## src/rtl/rc4_pkg.sv

```systemverilog
// Shared types and constants for the RC4 key search controller.
package rc4_pkg;

  localparam int KEY_W_DEF   = 24;
  localparam int MSG_LEN_DEF = 32;

  localparam logic [7:0] CHAR_LO    = 8'h61;
  localparam logic [7:0] CHAR_HI    = 8'h7A;
  localparam logic [7:0] CHAR_SPACE = 8'h20;

  typedef enum logic [2:0] {
    ST_IDLE,
    ST_INIT_RUN,
    ST_KSA_RUN,
    ST_PRGA_RUN,
    ST_CHECK,
    ST_NEXT_KEY,
    ST_DONE
  } state_e;

  function automatic logic is_text(input logic [7:0] b);
    return ((b >= CHAR_LO) && (b <= CHAR_HI)) || (b == CHAR_SPACE);
  endfunction

endpackage

```

## src/rtl/rc4_text_checker.sv

```systemverilog
// Counts decrypted bytes of one run and flags any byte that
// is not a lowercase letter or space.
module rc4_text_checker
  import rc4_pkg::*;
(
  input  logic       clk,
  input  logic       reset,
  input  logic       clear,
  input  logic       wren,
  input  logic [7:0] data,
  output logic       bad,
  output logic [5:0] count
);

  logic [5:0] count_q, count_d;
  logic       bad_q, bad_d;

  always_comb begin
    count_d = count_q;
    bad_d   = bad_q;
    if (clear) begin
      count_d = '0;
      bad_d   = 1'b0;
    end else if (wren) begin
      count_d = count_q + 6'd1;
      if (!is_text(data)) bad_d = 1'b1;
    end
  end

  always_ff @(posedge clk) begin
    if (reset) begin
      count_q <= '0;
      bad_q   <= 1'b0;
    end else begin
      count_q <= count_d;
      bad_q   <= bad_d;
    end
  end

  assign bad   = bad_q;
  assign count = count_q;

endmodule

```

## src/rtl/rc4_key_search_ctrl.sv

```systemverilog
// Sequences init/ksa/prga for each candidate key, owns the
// S-RAM port and judges each key from the decrypted text.
module rc4_key_search_ctrl
  import rc4_pkg::*;
#(
  parameter int                   KEY_WIDTH = KEY_W_DEF,
  parameter logic [KEY_WIDTH-1:0] KEY_START = '0,
  parameter logic [KEY_WIDTH-1:0] KEY_MAX   = KEY_WIDTH'(24'h3FFFFF),
  parameter int                   MSG_LEN   = MSG_LEN_DEF
) (
  input  logic                 clk,
  input  logic                 reset,
  input  logic                 start,
  output logic                 finish,
  output logic                 found,
  output logic [KEY_WIDTH-1:0] key,
  output logic                 init_start,
  output logic                 ksa_start,
  output logic                 prga_start,
  input  logic                 init_finish,
  input  logic                 ksa_finish,
  input  logic                 prga_finish,
  input  logic [7:0]           init_address_s,
  input  logic [7:0]           ksa_address_s,
  input  logic [7:0]           prga_address_s,
  input  logic [7:0]           init_data_s,
  input  logic [7:0]           ksa_data_s,
  input  logic [7:0]           prga_data_s,
  input  logic                 init_wren_s,
  input  logic                 ksa_wren_s,
  input  logic                 prga_wren_s,
  output logic [7:0]           address_s,
  output logic [7:0]           data_s,
  output logic                 wren_s,
  input  logic                 prga_wren_d,
  input  logic [7:0]           prga_data_d
);

  state_e               state_q, state_d;
  logic [KEY_WIDTH-1:0] key_q, key_d;
  logic                 found_q, found_d;
  logic                 entry_q, entry_d;

  logic       chk_clear;
  logic       chk_wren;
  logic       chk_bad;
  logic [5:0] chk_count;
  logic       run_bad;

  // Count and bad flag restart on the KSA->PRGA transition.
  assign chk_clear = (state_q == ST_KSA_RUN) && ksa_finish;
  assign chk_wren  = (state_q == ST_PRGA_RUN) && prga_wren_d;
  assign run_bad   = chk_bad || (int'(chk_count) != MSG_LEN);

  rc4_text_checker u_checker (
    .clk   (clk),
    .reset (reset),
    .clear (chk_clear),
    .wren  (chk_wren),
    .data  (prga_data_d),
    .bad   (chk_bad),
    .count (chk_count)
  );

  always_comb begin
    state_d = state_q;
    key_d   = key_q;
    found_d = found_q;
    unique case (state_q)
      ST_IDLE: begin
        if (start) begin
          state_d = ST_INIT_RUN;
          key_d   = KEY_START;
          found_d = 1'b0;
        end
      end
      ST_INIT_RUN: if (init_finish) state_d = ST_KSA_RUN;
      ST_KSA_RUN:  if (ksa_finish)  state_d = ST_PRGA_RUN;
      ST_PRGA_RUN: if (prga_finish) state_d = ST_CHECK;
      ST_CHECK: begin
        if (!run_bad) begin
          state_d = ST_DONE;
          found_d = 1'b1;
        end else if (key_q == KEY_MAX) begin
          state_d = ST_DONE;
        end else begin
          state_d = ST_NEXT_KEY;
        end
      end
      ST_NEXT_KEY: begin
        key_d   = key_q + KEY_WIDTH'(1);
        state_d = ST_INIT_RUN;
      end
      ST_DONE: state_d = ST_IDLE;
      default: state_d = ST_IDLE;
    endcase
  end

  // entry_q marks the first cycle spent in a newly entered state.
  assign entry_d = (state_d != state_q);

  always_ff @(posedge clk) begin
    if (reset) begin
      state_q <= ST_IDLE;
      key_q   <= KEY_START;
      found_q <= 1'b0;
      entry_q <= 1'b0;
    end else begin
      state_q <= state_d;
      key_q   <= key_d;
      found_q <= found_d;
      entry_q <= entry_d;
    end
  end

  assign init_start = (state_q == ST_INIT_RUN) && entry_q;
  assign ksa_start  = (state_q == ST_KSA_RUN)  && entry_q;
  assign prga_start = (state_q == ST_PRGA_RUN) && entry_q;
  assign finish     = (state_q == ST_DONE);
  assign found      = found_q;
  assign key        = key_q;

  always_comb begin
    address_s = '0;
    data_s    = '0;
    wren_s    = 1'b0;
    unique case (state_q)
      ST_INIT_RUN: begin
        address_s = init_address_s;
        data_s    = init_data_s;
        wren_s    = init_wren_s;
      end
      ST_KSA_RUN: begin
        address_s = ksa_address_s;
        data_s    = ksa_data_s;
        wren_s    = ksa_wren_s;
      end
      ST_PRGA_RUN: begin
        address_s = prga_address_s;
        data_s    = prga_data_s;
        wren_s    = prga_wren_s;
      end
      default: ;
    endcase
  end

endmodule

```

## config.mk

```make
export PLATFORM = sky130hd
export DESIGN_NAME = rc4_key_search_ctrl
export DESIGN_NICKNAME = d
export VERILOG_FILES = /design/src/rtl/rc4_pkg.sv /design/src/rtl/rc4_text_checker.sv /design/src/rtl/rc4_key_search_ctrl.sv
export SDC_FILE = /design/constraint.sdc
export NUM_CORES = 1
export LEC_CHECK = 0
export ABC_AREA = 1
export ABC_CLOCK_PERIOD_IN_PS = 1600
export BUFFER_PORTS_ARGS = -buffer_cell sky130_fd_sc_hd__buf_2
export CAP_MARGIN = 25
export CORE_ASPECT_RATIO = 0.5
export CORE_MARGIN = 4
export CORE_UTILIZATION = 42
export DETAILED_ROUTE_END_ITERATION = 8
export PLACE_DENSITY_LB_ADDON = 0.12
export RECOVER_POWER = 25
export SLEW_MARGIN = 20
export SYNTH_ARGS = -nofsm -noshare
export SYNTH_HDL_FRONTEND = slang
export SYNTH_SLANG_ARGS = --single-unit
```

## constraint.sdc

```tcl
create_clock -name clk -period 1.6 [get_ports clk]
set_input_delay 0.32 -clock clk [delete_from_list [all_inputs] [get_ports clk]]
set_output_delay 0.32 -clock clk [all_outputs]
set_load 0.01 [all_outputs]
```

# Yosys cells after proc, flatten, opt, wreduce, memory -nomap -nowiden
# Cells that the tools add are included.
# Widths: inputs -> output; s select.
op_classes:
  n_lt_le_gt_ge: 2
  n_mux: 15
  addsub: 2
  n_div: 0
  n_eq_ne: 12
  n_reduce_logical: 15
  n_shift: 0
  multipliers: 0
  bitwise_logic: 1
op_table:
  columns: ["cell", "n"]
  rows:
  - ["$pmux 24 s2", 1]
  - ["$pmux 8 s3", 2]
  - ["$add 24x1->24 const B", 1]
  - ["$eq 24x22->1 const B", 1]
  - ["$mux 24", 1]
  - ["$pmux 3 s6", 1]
  - ["$mux 3", 4]
  - ["$eq 3x3->1 const B", 3]
  - ["$eq 8x6->1 const B", 1]
  - ["$ge 8x7->1 const B", 1]
  - ["$le 8x7->1 const B", 1]
  - ["$add 6x1->6 const B", 1]
  - ["$eq 3x2->1 const B", 2]
  - ["$logic_and 1x1->1", 6]
  - ["$ne 6x6->1 const B", 1]
  - ["$mux 2", 2]
  - ["$ne 2x2->1 const B", 2]
  - ["$reduce_and 2->1", 2]
  - ["$reduce_bool 2->1", 2]
  - ["$eq 3x1->1 const B", 1]
  - ["$logic_not 3->1", 1]
  - ["$ne 3x3->1", 1]
  - ["$pmux 1 s3", 1]
  - ["$reduce_and 3->1", 1]
  - ["5 further kinds", 7]
totals:
  ram_bits: 0
  n_memories: 0
  romBits: 0
  latch_bits: 0
  reg_bits: 36

# Longest topological paths before layout
depth:
  depth_word: 5
  mapped_depth: 13

# Hierarchy
# A second synthesis with hierarchy kept.
unflattened:
  hier_cells: 380
  area_unflattened_um2: 2442.3
by_module_without_submodules:
  columns: ["module", "area_per_inst_um2", "cells_per_inst", "n_inst"]
  rows:
  - ["rc4_key_search_ctrl", 2042.0, 322, 1]
  - ["rc4_text_checker", 400.4, 58, 1]

# Worst setup path after synthesis
# Ideal clock, no wire load.
synth_timing:
  path_kind: "reg-to-reg"
  from: "reg key_q[0], in the netlist key[0]"
  to: "reg entry_q"
  n_path_buf: 0
  synth_period_minus_slack_ns: 1.617
  arrival_time_ns: 1.489
  setup_ns: 0.128
  path_stages_with_launch: 13
  slack_ns: -0.017
  t_required_ns: 1.472
  cell_sequence: "dfxtp_1 > ha_1 > nand2_1 > nor2_1 > nand2_1 > nor2_2 > nand2_1 > nand3_1 > nand2_1 > nand2_1 > nand2_1 > nor2_1 > nor2_1"
synth_between:
  elab_chain_len: 5
synth_rtl:
  columns: ["element", "line_no", "text"]
  rows:
  - ["start: declaration", "rc4_key_search_ctrl.sv:40", "logic [KEY_WIDTH-1:0] key_q, key_d;"]
  - ["start signal: assignment", "rc4_key_search_ctrl.sv:110", "key_q <= key_d;"]
  - ["$eq 24x22->1", "rc4_key_search_ctrl.sv:84", "end else if (key_q == KEY_MAX) begin"]
  - ["$mux 2", "rc4_key_search_ctrl.sv:84", null]
  - ["$mux 2", "rc4_key_search_ctrl.sv:81", "if (!run_bad) begin"]
  - ["$pmux 3 s6", "rc4_key_search_ctrl.sv:69", "unique case (state_q)"]
  - ["$ne 3x3->1", "rc4_key_search_ctrl.sv:100", "assign entry_d = (state_d != state_q);"]
  - ["end signal: assignment", "rc4_key_search_ctrl.sv:112", "entry_q <= entry_d;"]
  - ["end: declaration", "rc4_key_search_ctrl.sv:42", "logic entry_q, entry_d;"]
# Every way passes these cells.
# A chain may end at the register's enable or synchronous reset.

# Worst setup path after layout
layout_timing:
  from: "reg state_q[1]"
  to: "out ksa_start"
layout_between:
  elab_chain_len: 2
layout_rtl:
  columns: ["element", "line_no", "text"]
  rows:
  - ["start: declaration", "rc4_key_search_ctrl.sv:39", "state_e state_q, state_d;"]
  - ["start signal: assignment", "rc4_key_search_ctrl.sv:109", "state_q <= state_d;"]
  - ["$eq 3x2->1", "rc4_key_search_ctrl.sv:117", "assign ksa_start = (state_q == ST_KSA_RUN) && entry_q;"]
  - ["$logic_and 1x1->1", "rc4_key_search_ctrl.sv:117", null]
  - ["end: declaration", "rc4_key_search_ctrl.sv:18", "output logic ksa_start,"]
# Every way passes these cells.

==> results by group <==
Floorplan
  • Die ar.: 0.00680 mm²
  • Initial core utilization: 45.0%
  • DIE WIDTH: 113 µm
  • Core Area: 0.00511 mm²
  • Die span in y: 60.4 µm
  • IO Count: 112
  • # rows: 18

CTS
  • Worst-path clk slew: 80 ps
  • CTS Hold Bufs: 0
  • Root Driver: clkbuf_8
  • Total CTS buffers: 5
  • H-tree depth: 2
  • Clock Path Buffers: 2
  • Num Clock Sinks: 36
  • CTS tree: built
  • Latest clock arrival within the worst-skew pair: 290 ps

Route
  • Via count: 2962
  • Initial DRC count: 181
  • Vias/cell: 4.99
  • Routed len/inst: 13.0 µm
  • Antenna Violating Nets Remaining: 0
  • DRC viols: 0
  • DR pass1 iterations: 4
  • Drt total wl: 7710 µm

Yosys
  • Syn_nets: 436
  • Cell variety after synth: 34
  • Compound-Gate Fraction of Synth Area: 17.9%
  • Synth Area in XOR/XNOR: 0%
  • Synthesized flop and latch total: 36
  • Adder-Cell Fraction of Synth Area: 1.63%
  • Largest cells by area after synthesis: dfxtp_1, nand2_1, inv_1
  • Main combinational cell family by area after synthesis: simple AND/OR/NAND/NOR gates
  • Avg Cell Area, Syn: 6.27 µm²
  • Post-synth top area cell: dfxtp_1
  • Sequential area share after synthesis: 31.3%
  • Synthesized cell area: 0.00230 mm²
  • Synth Instances: 367
  • Mux cell area share after synthesis: 0%
  • Syn. warnings: 0
  • Synth top area share: 31.3%
  • Post-Synth Simple-Gate Area: 40.5%

Final layout
  • Layout cell share with drive strength beyond 1: 44.5%
  • Post-route cell area: 0.00363 mm²
  • P&R area growth vs syn: 57.8%
  • Nets: 592
  • Antenna diodes: 0

Worst setup path
  • RR Endpoint: key[22]$_SDFFE_PP0P_
  • Critical Path Source: state_q[1]$_SDFF_PP0_
  • Worst reg-to-reg setup slack: 70 ps
  • CP Capture Point: ksa_start
  • Worst-path fanout max: 3
  • Crit path kind: flip-flop to primary output
  • Worst Path Required: 1280 ps
  • Critical path data arrival time: 1390 ps
  • Cells on worst reg2reg path: 8
  • RR Startpoint: key[1]$_SDFFE_PP0P_
  • CP Capture Type: primary output
  • CP Launch Type: flip-flop

Global routing
  • Vias in the first global route: 2568
  • Remaining Overflow, GRT: 0
  • Global-route wire length before repair: 11500 µm
  • Largest net degree at the start of global routing: 19
  • Initial antenna violation count: 0
  • Total GRT Usage: 20.9%

Placement
  • Post-place setup slack: 6.98 ps
  • I/O Buffers: 111
  • Detailed placement HPWL: 5740 µm
  • Placed Area: 0.00318 mm²
  • Gpl congestion: 0.846

Power
  • Comb power frac: 22.2%
  • Power share of the clock group: 36.5%
  • P_leak: 1.71 nW
  • Pwr Density: 613 mW/mm²
  • Total Power: 0.00223 W
  • VDD IR max: 0.481 mV
  • Part of the power in registers: 41.3%
  • P_int: 0.00159 W
  • P_sw: 0.000636 W
  • Switching part of the total: 28.5%

STA
  • Actual slew at the worst max-slew pin: 285 ps
  • Clock skew: 8.01 ps
  • Final hold violation count: 0
  • Slew margin rel.: 80.8%
  • FMAX: 0.585 GHz
  • RSZ-0062 raised after global routing: yes
  • PnR worst setup slack: -109 ps
  • Setup violators final: 19
  • Worst hold margin: 322 ps
  • Max Slew Vio Count: 0
  • Final Cycle Share: 107%
  • Tmin final: 1710 ps

Flow run
  • Max-Cap Viols: 0

Run status
  • Violated checks: setup timing
  • Status: finished with violations

Worst hold path
  • Min-Delay Path Class: input pin to flip-flop
-- synth_stat cells, drive strengths merged --
library cell,n
buf,5
nand2,123
a211oi,4
clkinv,1
or2,3
nand4,7
nor4,3
and3,1
o211ai,1
o21bai,1
o21ai,21
nand3b,1
a31oi,3
nor3,6
dfxtp,36
nor2,42
a21boi,1
a22oi,10
clkbuf,3
a311oi,1
ha,3
inv,41
nand3,22
o2111ai,1
a21oi,25
a221oi,2
-- layout by cell type, fill, tap and decap left out, drive strengths merged, types with 2 or more instances in the layout --
cell / instances
a211oi: 4
a21oi: 25
a221oi: 2
a22oi: 10
a31oi: 3
buf: 157
clkbuf: 5
clkinv: 2
dfxtp: 36
ha: 3
inv: 41
nand2: 123
nand3: 22
nand4: 7
nor2: 42
nor3: 6
nor4: 3
o21ai: 21
or2: 3
-- power by group through the flow --
stage          logic, W  registers [W]  clock network [W]
2_1_floorplan  0.000234       0.000933                  0
3_3_place_gp   0.000422       0.000941                  0
3_5_place_dp   0.000425       0.000941                  0
4_1_cts        0.000467       0.000922           0.000828
5_1_grt        0.000546       0.000922           0.000861
6_report       0.000496       0.000920           0.000813
-- registers in the layout, indices dropped and copies added (netlist names) --
signal / cells
entry_q: 1
found: 1
key: 24
state_q: 3
u_checker.bad: 1
u_checker.count: 6
-- per-stage QoR --
stage | setup TNS [ps] | cells | util [%]
2_1_floorplan | 0 | 367 | -
3_3_place_gp | 0 | 577 | 62.3
3_5_place_dp | 0 | 577 | 62.3
4_1_cts | -2270 | 591 | 66.9
5_1_grt | -3390 | 594 | 71.1
6_report | -1660 | 594 | 71.1
-- timing repair --
action,in CTS,in global routing
endpoints found under the setup margin,21,37
gates resized for setup,23,56
buffers inserted,5,3
pin swaps,1,16
gates cloned,1,0
-- layout make-up --
type,count,area (µm²)
Timing Repair Buffer,157,957
Multi-Input combinational cell,281,1560
Fill cell,426,1480
Tap cell,70,87.6
Sequential cell,36,746
Clock inverter,3,42.5
Inverter,42,170
Clock buffer,5,68.8
-- critical path, cell delays in order (launching register included) --
cell and delay [ps]:
dfxtp_4 390, inv_4 50, nor3_4 150, buf_6 140, buf_4 100, inv_2 30, nor2_2 90, buf_2 140
-- worst min path at each step --
stage | from | to | slack (ps) | cells past startpoint
floorplan | reset | key[16]$_SDFFE_PP0P_ | 400 | 1
global placement | key[0]$_SDFFE_PP0P_ | key[0]$_SDFFE_PP0P_ | 450 | 1
detailed placement | key[0]$_SDFFE_PP0P_ | key[0]$_SDFFE_PP0P_ | 450 | 1
CTS | prga_finish | state_q[2]$_SDFF_PP0_ | 310 | 3
global route | prga_finish | state_q[2]$_SDFF_PP0_ | 320 | 3
finish | prga_finish | state_q[2]$_SDFF_PP0_ | 320 | 3
-- logic make-up (layout without fill, tap and decap cells) --
kind of cell / Yosys count / count (layout)
adders and majority gates: 3 / 3
buffers and inverters: 50 / 207
DFF: 36 / 36
AOI/OAI and AO/OA: 70 / 70
and+or+nand+nor: 208 / 208
-- per-layer routing --
metal | vias up | track usage [%] | part of all wire, %
met5 | - | 0 | 0
met4 | 0 | 5.31 | 1.1
met3 | 9 | 4.88 | 7.4
met2 | 104 | 37.3 | 47
met1 | 1323 | 26.1 | 45
li1 | 1526 | - | -
Note: power is estimated with default switching activity, not from simulation.
